===== config.mk =====
export PLATFORM = sky130hd
export DESIGN_NAME = rpn_ctrl
export DESIGN_NICKNAME = d
export VERILOG_FILES = /design/src/rtl/rpn_ctrl.sv
export SDC_FILE = /design/constraint.sdc
export NUM_CORES = 1
export LEC_CHECK = 0
export CAP_MARGIN = 40
export CORE_AREA = 4 4 107 119
export DETAILED_ROUTE_END_ITERATION = 12
export DIE_AREA = 0 0 111 123
export GPL_TIMING_DRIVEN = 0
export SYNTH_ARGS = -nofsm -noshare
export SYNTH_HDL_FRONTEND = slang
export SYNTH_SLANG_ARGS = --single-unit

===== constraint.sdc =====
create_clock -name clk -period 13 [get_ports clk]
set_input_delay 3.9 -clock clk [delete_from_list [all_inputs] [get_ports clk]]
set_output_delay 3.9 -clock clk [all_outputs]
set_load 0.02 [all_outputs]

===== src/rtl/rpn_ctrl.sv =====
`timescale 1ns/1ps
// ---------------------------------------------------------------------------
// rpn_ctrl
//
// Reverse-Polish evaluation controller. It is the only master of a LIFO
// `stack` block. Tokens arrive over a valid/ready handshake:
//   * an operand is pushed onto the stack;
//   * an operator pops the top (a), then the next entry (b), computes op(b,a)
//     modulo 2**B and pushes the result back.
// The controller keeps its own authoritative occupancy count (`depth`).
// Tokens that would overflow or underflow the stack are discarded, and a
// one-cycle `err` pulse is raised with a sticky `err_code`.
//
// Ports
//   clk            rising-edge clock
//   reset          synchronous, active-high; also resets the stack instance
//   in_valid       token present
//   in_ready       controller can accept a token (high only in IDLE)
//   in_is_op       1: operator token, 0: operand token
//   in_data        operand value, or opcode in bits [1:0]
//   stk_push       stack push strobe
//   stk_pop        stack pop strobe
//   stk_push_data  value to push (always from a register)
//   stk_pop_data   combinational top of stack from the stack block
//   stk_empty      stack empty flag (not used for decisions)
//   stk_full       stack full flag (not used for decisions)
//   result         top of stack; meaningful while depth != 0
//   depth          number of stack entries, 0 .. 2**W
//   err            one-cycle error pulse
//   err_code       01 underflow, 10 overflow; holds between pulses
// ---------------------------------------------------------------------------
module rpn_ctrl #(
  parameter int unsigned B = 8,
  parameter int unsigned W = 4
) (
  input  logic         clk,
  input  logic         reset,
  input  logic         in_valid,
  output logic         in_ready,
  input  logic         in_is_op,
  input  logic [B-1:0] in_data,
  output logic         stk_push,
  output logic         stk_pop,
  output logic [B-1:0] stk_push_data,
  input  logic [B-1:0] stk_pop_data,
  input  logic         stk_empty,
  input  logic         stk_full,
  output logic [B-1:0] result,
  output logic [W:0]   depth,
  output logic         err,
  output logic [1:0]   err_code
);

  // Full-stack occupancy expressed in the width of the depth counter.
  localparam logic [W:0] CAP = (W+1)'(2**W);
  localparam logic [W:0] MIN_OPERANDS = (W+1)'(2);

  typedef enum logic [2:0] {
    S_IDLE,
    S_PUSH_OP,
    S_POP_A,
    S_POP_B,
    S_EXEC,
    S_PUSH_RES,
    S_ERR
  } state_e;

  typedef enum logic [1:0] {
    OP_ADD = 2'b00,
    OP_SUB = 2'b01,
    OP_MUL = 2'b10,
    OP_AND = 2'b11
  } op_e;

  localparam logic [1:0] ERR_UNDERFLOW = 2'b01;
  localparam logic [1:0] ERR_OVERFLOW  = 2'b10;

  state_e       state_q, state_d;
  op_e          op_q, op_d;
  logic [B-1:0] hold_q, hold_d;
  logic [B-1:0] a_q, a_d;
  logic [B-1:0] b_q, b_d;
  logic [B-1:0] res_q, res_d;
  logic [W:0]   depth_q, depth_d;
  logic [1:0]   err_code_q, err_code_d;
  logic [B-1:0] alu;

  // The stack's own flags mirror depth in normal operation; decisions are
  // taken from depth alone, so the flags are intentionally left unconsumed.
  logic unused_flags;
  assign unused_flags = stk_empty ^ stk_full;

  // --------------------------------------------------------------------------
  // Arithmetic on the latched operands. b is the older entry, a the top.
  // Everything wraps modulo 2**B; the multiply keeps only the low B bits.
  // --------------------------------------------------------------------------
  always_comb begin
    alu = '0;
    unique case (op_q)
      OP_ADD: alu = b_q + a_q;
      OP_SUB: alu = b_q - a_q;
      OP_MUL: alu = b_q * a_q;
      OP_AND: alu = b_q & a_q;
      default: alu = '0;
    endcase
  end

  // --------------------------------------------------------------------------
  // Next-state logic.
  // --------------------------------------------------------------------------
  always_comb begin
    // NOTE: every variable driven here gets a default first, so no path
    // through the case can leave one unassigned and infer a latch.
    state_d    = state_q;
    op_d       = op_q;
    hold_d     = hold_q;
    a_d        = a_q;
    b_d        = b_q;
    res_d      = res_q;
    depth_d    = depth_q;
    err_code_d = err_code_q;

    unique case (state_q)
      S_IDLE: begin
        if (in_valid) begin
          hold_d = in_data;
          if (!in_is_op) begin
            if (depth_q == CAP) begin
              state_d    = S_ERR;
              err_code_d = ERR_OVERFLOW;
            end else begin
              state_d = S_PUSH_OP;
            end
          end else begin
            if (depth_q < MIN_OPERANDS) begin
              state_d    = S_ERR;
              err_code_d = ERR_UNDERFLOW;
            end else begin
              op_d    = op_e'(in_data[1:0]);
              state_d = S_POP_A;
            end
          end
        end
      end

      S_PUSH_OP: begin
        depth_d = depth_q + 1'b1;
        state_d = S_IDLE;
      end

      // The stack presents its top combinationally, so each pop cycle
      // captures the value it is about to remove.
      S_POP_A: begin
        a_d     = stk_pop_data;
        depth_d = depth_q - 1'b1;
        state_d = S_POP_B;
      end

      S_POP_B: begin
        b_d     = stk_pop_data;
        depth_d = depth_q - 1'b1;
        state_d = S_EXEC;
      end

      S_EXEC: begin
        res_d   = alu;
        state_d = S_PUSH_RES;
      end

      S_PUSH_RES: begin
        depth_d = depth_q + 1'b1;
        state_d = S_IDLE;
      end

      // The offending token is simply dropped; err_code was already
      // latched on entry so it is valid for the whole pulse.
      S_ERR: begin
        state_d = S_IDLE;
      end

      default: begin
        state_d = S_IDLE;
      end
    endcase
  end

  // --------------------------------------------------------------------------
  // State registers.
  // --------------------------------------------------------------------------
  always_ff @(posedge clk) begin
    // NOTE: sequential state uses non-blocking assignments so every register
    // samples the pre-edge values, independent of statement order.
    if (reset) begin
      // Synchronous reset: only sampled on the rising edge, which keeps the
      // controller and the stack instance clearing on the same edge.
      state_q    <= S_IDLE;
      op_q       <= OP_ADD;
      hold_q     <= '0;
      a_q        <= '0;
      b_q        <= '0;
      res_q      <= '0;
      depth_q    <= '0;
      err_code_q <= 2'b00;
    end else begin
      state_q    <= state_d;
      op_q       <= op_d;
      hold_q     <= hold_d;
      a_q        <= a_d;
      b_q        <= b_d;
      res_q      <= res_d;
      depth_q    <= depth_d;
      err_code_q <= err_code_d;
    end
  end

  // --------------------------------------------------------------------------
  // Outputs, decoded from registered state only. Push and pop come from
  // disjoint states, so they can never be asserted together.
  // --------------------------------------------------------------------------
  always_comb begin
    in_ready      = (state_q == S_IDLE);
    stk_push      = (state_q == S_PUSH_OP) || (state_q == S_PUSH_RES);
    stk_pop       = (state_q == S_POP_A)   || (state_q == S_POP_B);
    stk_push_data = (state_q == S_PUSH_RES) ? res_q : hold_q;
    err           = (state_q == S_ERR);
    err_code      = err_code_q;
    depth         = depth_q;
    result        = stk_pop_data;
  end

endmodule


==> summary.md, run 1 <==
| Metric | Value |
|---|---|
| Run status | finished, final reports clean |
| Max Cap Viol | 0 |
| Die width | between 100 and 150 microns |
| Slowest CP cell | clkdlybuf4s50_1 |
| GR Overflow Total | 0 |
| Synth top area share | 25.9% |
| Setup CP Type | in -> out |
| Wire per inst | ~13 microns |
| Antenna viol nets, final | 0 |
| Pleak | ~0.0017 uW |
| HPWL after DPL | approximately 6.5 mm |
| Post-synth cell types | 39 |
| Pwr/cell area | between 100 and 150 nW/um^2 |
| IO Port Bufs | 45 |
| DR iter-0 viols | approximately 90 |
| Overall Global Routing Usage | about an eighth |
| First-pass GRT wire length | around 14 mm |
| Critical-path cell list | clkdlybuf4s50_1 -> buf_4 -> clkdlybuf4s50_1 |
| Slew @ Worst Pin | around 560 ps |
| Net Count, Synth | ~480 |
| Clock Path Buffers | 2 |
| # IOs | a little under 50 |
| Num CTS Buffers | 5 |
| Area contributors post-synth | dfxtp_1, ha_1, fa_1 |
| Commonest non-fill, non-tap cells in the layout | nand2_1, clkdlybuf4s50_1, dfxtp_1 |
| Synthesized cell area | around 3400 sq um |
| CTS tree | yes |
| Final net count | 530 |
| Hold WC Path Type | reg -> reg |
| Post-route DRC | 0 |
| Max VDD drop | between 0.0001 and 0.00015 V |
| Final GP Congestion | roughly 0.85 |
| Vias in the first global route | 2959 |
| Core ar. | 11400 sq um |
| Final slew viol count | 0 |
| Post-CTS Hold Buffers | 0 |
| Hold Vio Cnt, Final | 0 |
| Max incr delay on CP | roughly 600 ps |
| Via/cell ratio | roughly 4.7 |
| Crit-path most repeated cell | clkdlybuf4s50_1 |
| Util after Layout | between 30% and 40% |
| Clk slew on worst S/H paths | approximately 70 ps |
| Die Ht | between 100 and 150 microns |
| RSZ-0062 raised after global routing | no |
| Multi-input gate area | 2240 sq um |
| CTS resizes | 0 |
| Post-route cell area | about 4200 sq um |
| Placed Cells incl. Taps | slightly above 600 |
| Critical Path Fanout Max | 3 |
| Syn-to-layout area delta | 23.1% |
| Required time of the critical path | 9100 ps |
| Period utilization | 69.5% |
| Reg area | just under 900 sq um |
| Yosys reg bits | 44 |
| Final setup viols | 0 |
| Yosys top cell by area | dfxtp_1 |
| Pre-antenna DRT Iters | 4 |
| Fill count | 1182 |
| Worst-skew pair later-pin latency | 280 ps |
| Commonest non-fill, non-tap cell in the layout | nand2_1 |
| Via count | about 2900 |
| Seq/Total Area, Yosys | about a quarter |
| Initial Utilization | ~30% |
| Synth warnings | 0 |
| Htree depth | 2 |
| Critical Path Source Type | input port |
| Arrival time at the worst endpoint | 5130 ps |
| Final Non-Filler Cells | between 600 and 700 |
| CTS root buf | clkbuf_16 |
| WL final | between 8 and 9 mm |
| Placed cell area | between 4000 and 5000 sq um |
| Relative slew slack | roughly 63% |
| Number of clock sinks | 44 |
| Post-route setup TNS | 0 ps |
| Antenna violations before repair | 0 |
| Cell count after synthesis | slightly above 400 |
| Mapped Avg Cell Area | roughly 8.2 sq um |
| Final Skew | 9.86 ps |
| Post CTS Setup Buffer Count | 0 |
| Final min period | roughly 9000 ps |
| Crit end category | output port |
| Share of post-route cells with drive strength above 1 | 8.35% |
| Cell Rows | slightly above 40 |
| Die Area | between 10000 and 15000 sq um |
| Largest net degree at the start of global routing | 16 |
| Max Clock Freq | 111 MHz |
| Diodes inserted | 0 |
==> where the power goes <==
| part | total, uW | switching [uW] | internal [uW] |
|---|---|---|---|
| clock | 125 | 53.4 | 71.4 |
| sequential | 179 | 19.9 | 159 |
| combinational | 314 | 168 | 146 |
| total | 618 | 241 | 377 |
==> layer usage <==
layer,vias to the layer above,track usage [%],routed length [microns]
met1,1354,16.4,3950
met4,0,3.77,119
met5,-,0,0
met3,9,2.35,249
li1,1462,-,-
met2,53,21.8,3950
==> registers in the layout, indices dropped and copies added, names as in the netlist <==
register / count
err_code: 2
hold_q: 8
res_q: 8
a_q: 8
depth: 5
op_q: 2
state_q: 3
b_q: 8
==> stage by stage <==
step	hold WS (ps)	total power (uW)	worst slack [ps]
after global routing	475	668	3930
after global placement	439	492	3970
after floorplan	433	408	5070
final	452	618	3970
after CTS	457	624	3950
after detailed placement	447	498	3960
==> cell type report <==
type | count | share of cell area [%]
Multi-Input combinational cell | 304 | 53.5
Clock buffer | 5 | 2.98
Tap cell | 150 | 4.47
Timing Repair Buffer | 45 | 10.7
Buffer | 29 | 3.40
Inverter | 37 | 3.31
Sequential cell | 44 | 21.0
Clock inverter | 3 | 0.567
==> worst paths after layout <==
| check | startpoint | endpoint | slack, ps | depth (start not counted) |
|---|---|---|---|---|
| min | hold_q[6] | hold_q[6] | 450 | 2 |
| max | stk_pop_data[0] | result[0] | 3970 | 3 |
| max reg2reg | a_q[2] | res_q[7] | 8340 | 16 |
| min reg2reg | hold_q[6] | hold_q[6] | 450 | 2 |
==> synth_stat cells (all sizes together) <==
cell type and n:
nor4 2, ha 28, dfxtp 44, o21bai 1, mux2 8, nand2b 3
nand3 15, o21ai 7, nand2 56, clkbuf 17, a31oi 2, a21oi 33
o211ai 7, buf 12, xnor2 26, inv 37, a21o 7, nor2b 6
and2 17, nor3 8, xnor3 2, xor2 3, or2 1, mux2i 17
nor2 33, a2111oi 1, a211oi 7, fa 14
==> cells by family (layout without fill, tap and decap cells) <==
group,after synthesis,count (layout),synth area share (%)
adders and majority gates,42,42,18.5
muxes,25,25,7.64
and+or+nand+nor,141,141,19.0
buffers and inverters,66,119,8.26
AOI/OAI and AO/OA,65,65,11.8
xor gates and xnor gates,31,31,9.00
DFF,44,44,25.9
==> critical path, delay by kind of cell <==
kind / cells / cell delay, ps
buf+inv: 3 / 1230
Power figures use the tool's default switching activity.
==> run 2, diff against run 1 <==
==> constraint.sdc (replaced) <==
create_clock -name clk -period 8.7 [get_ports clk]
set_input_delay 2.61 -clock clk [delete_from_list [all_inputs] [get_ports clk]]
set_output_delay 2.61 -clock clk [all_outputs]
set_load 0.02 [all_outputs]
==> results of run 2 <==
Same layout as run 1 (identical final DEF). Status: finished, final reports clean.
Among the figures that moved: setup slack after placement 3960 ps -> 2240 ps; setup slack after layout 3970 ps -> 2250 ps; register-to-register setup slack 8340 ps -> 4040 ps; total power 618 uW -> 924 uW; worst IR drop on VDD 0.000101 V -> 0.000150 V
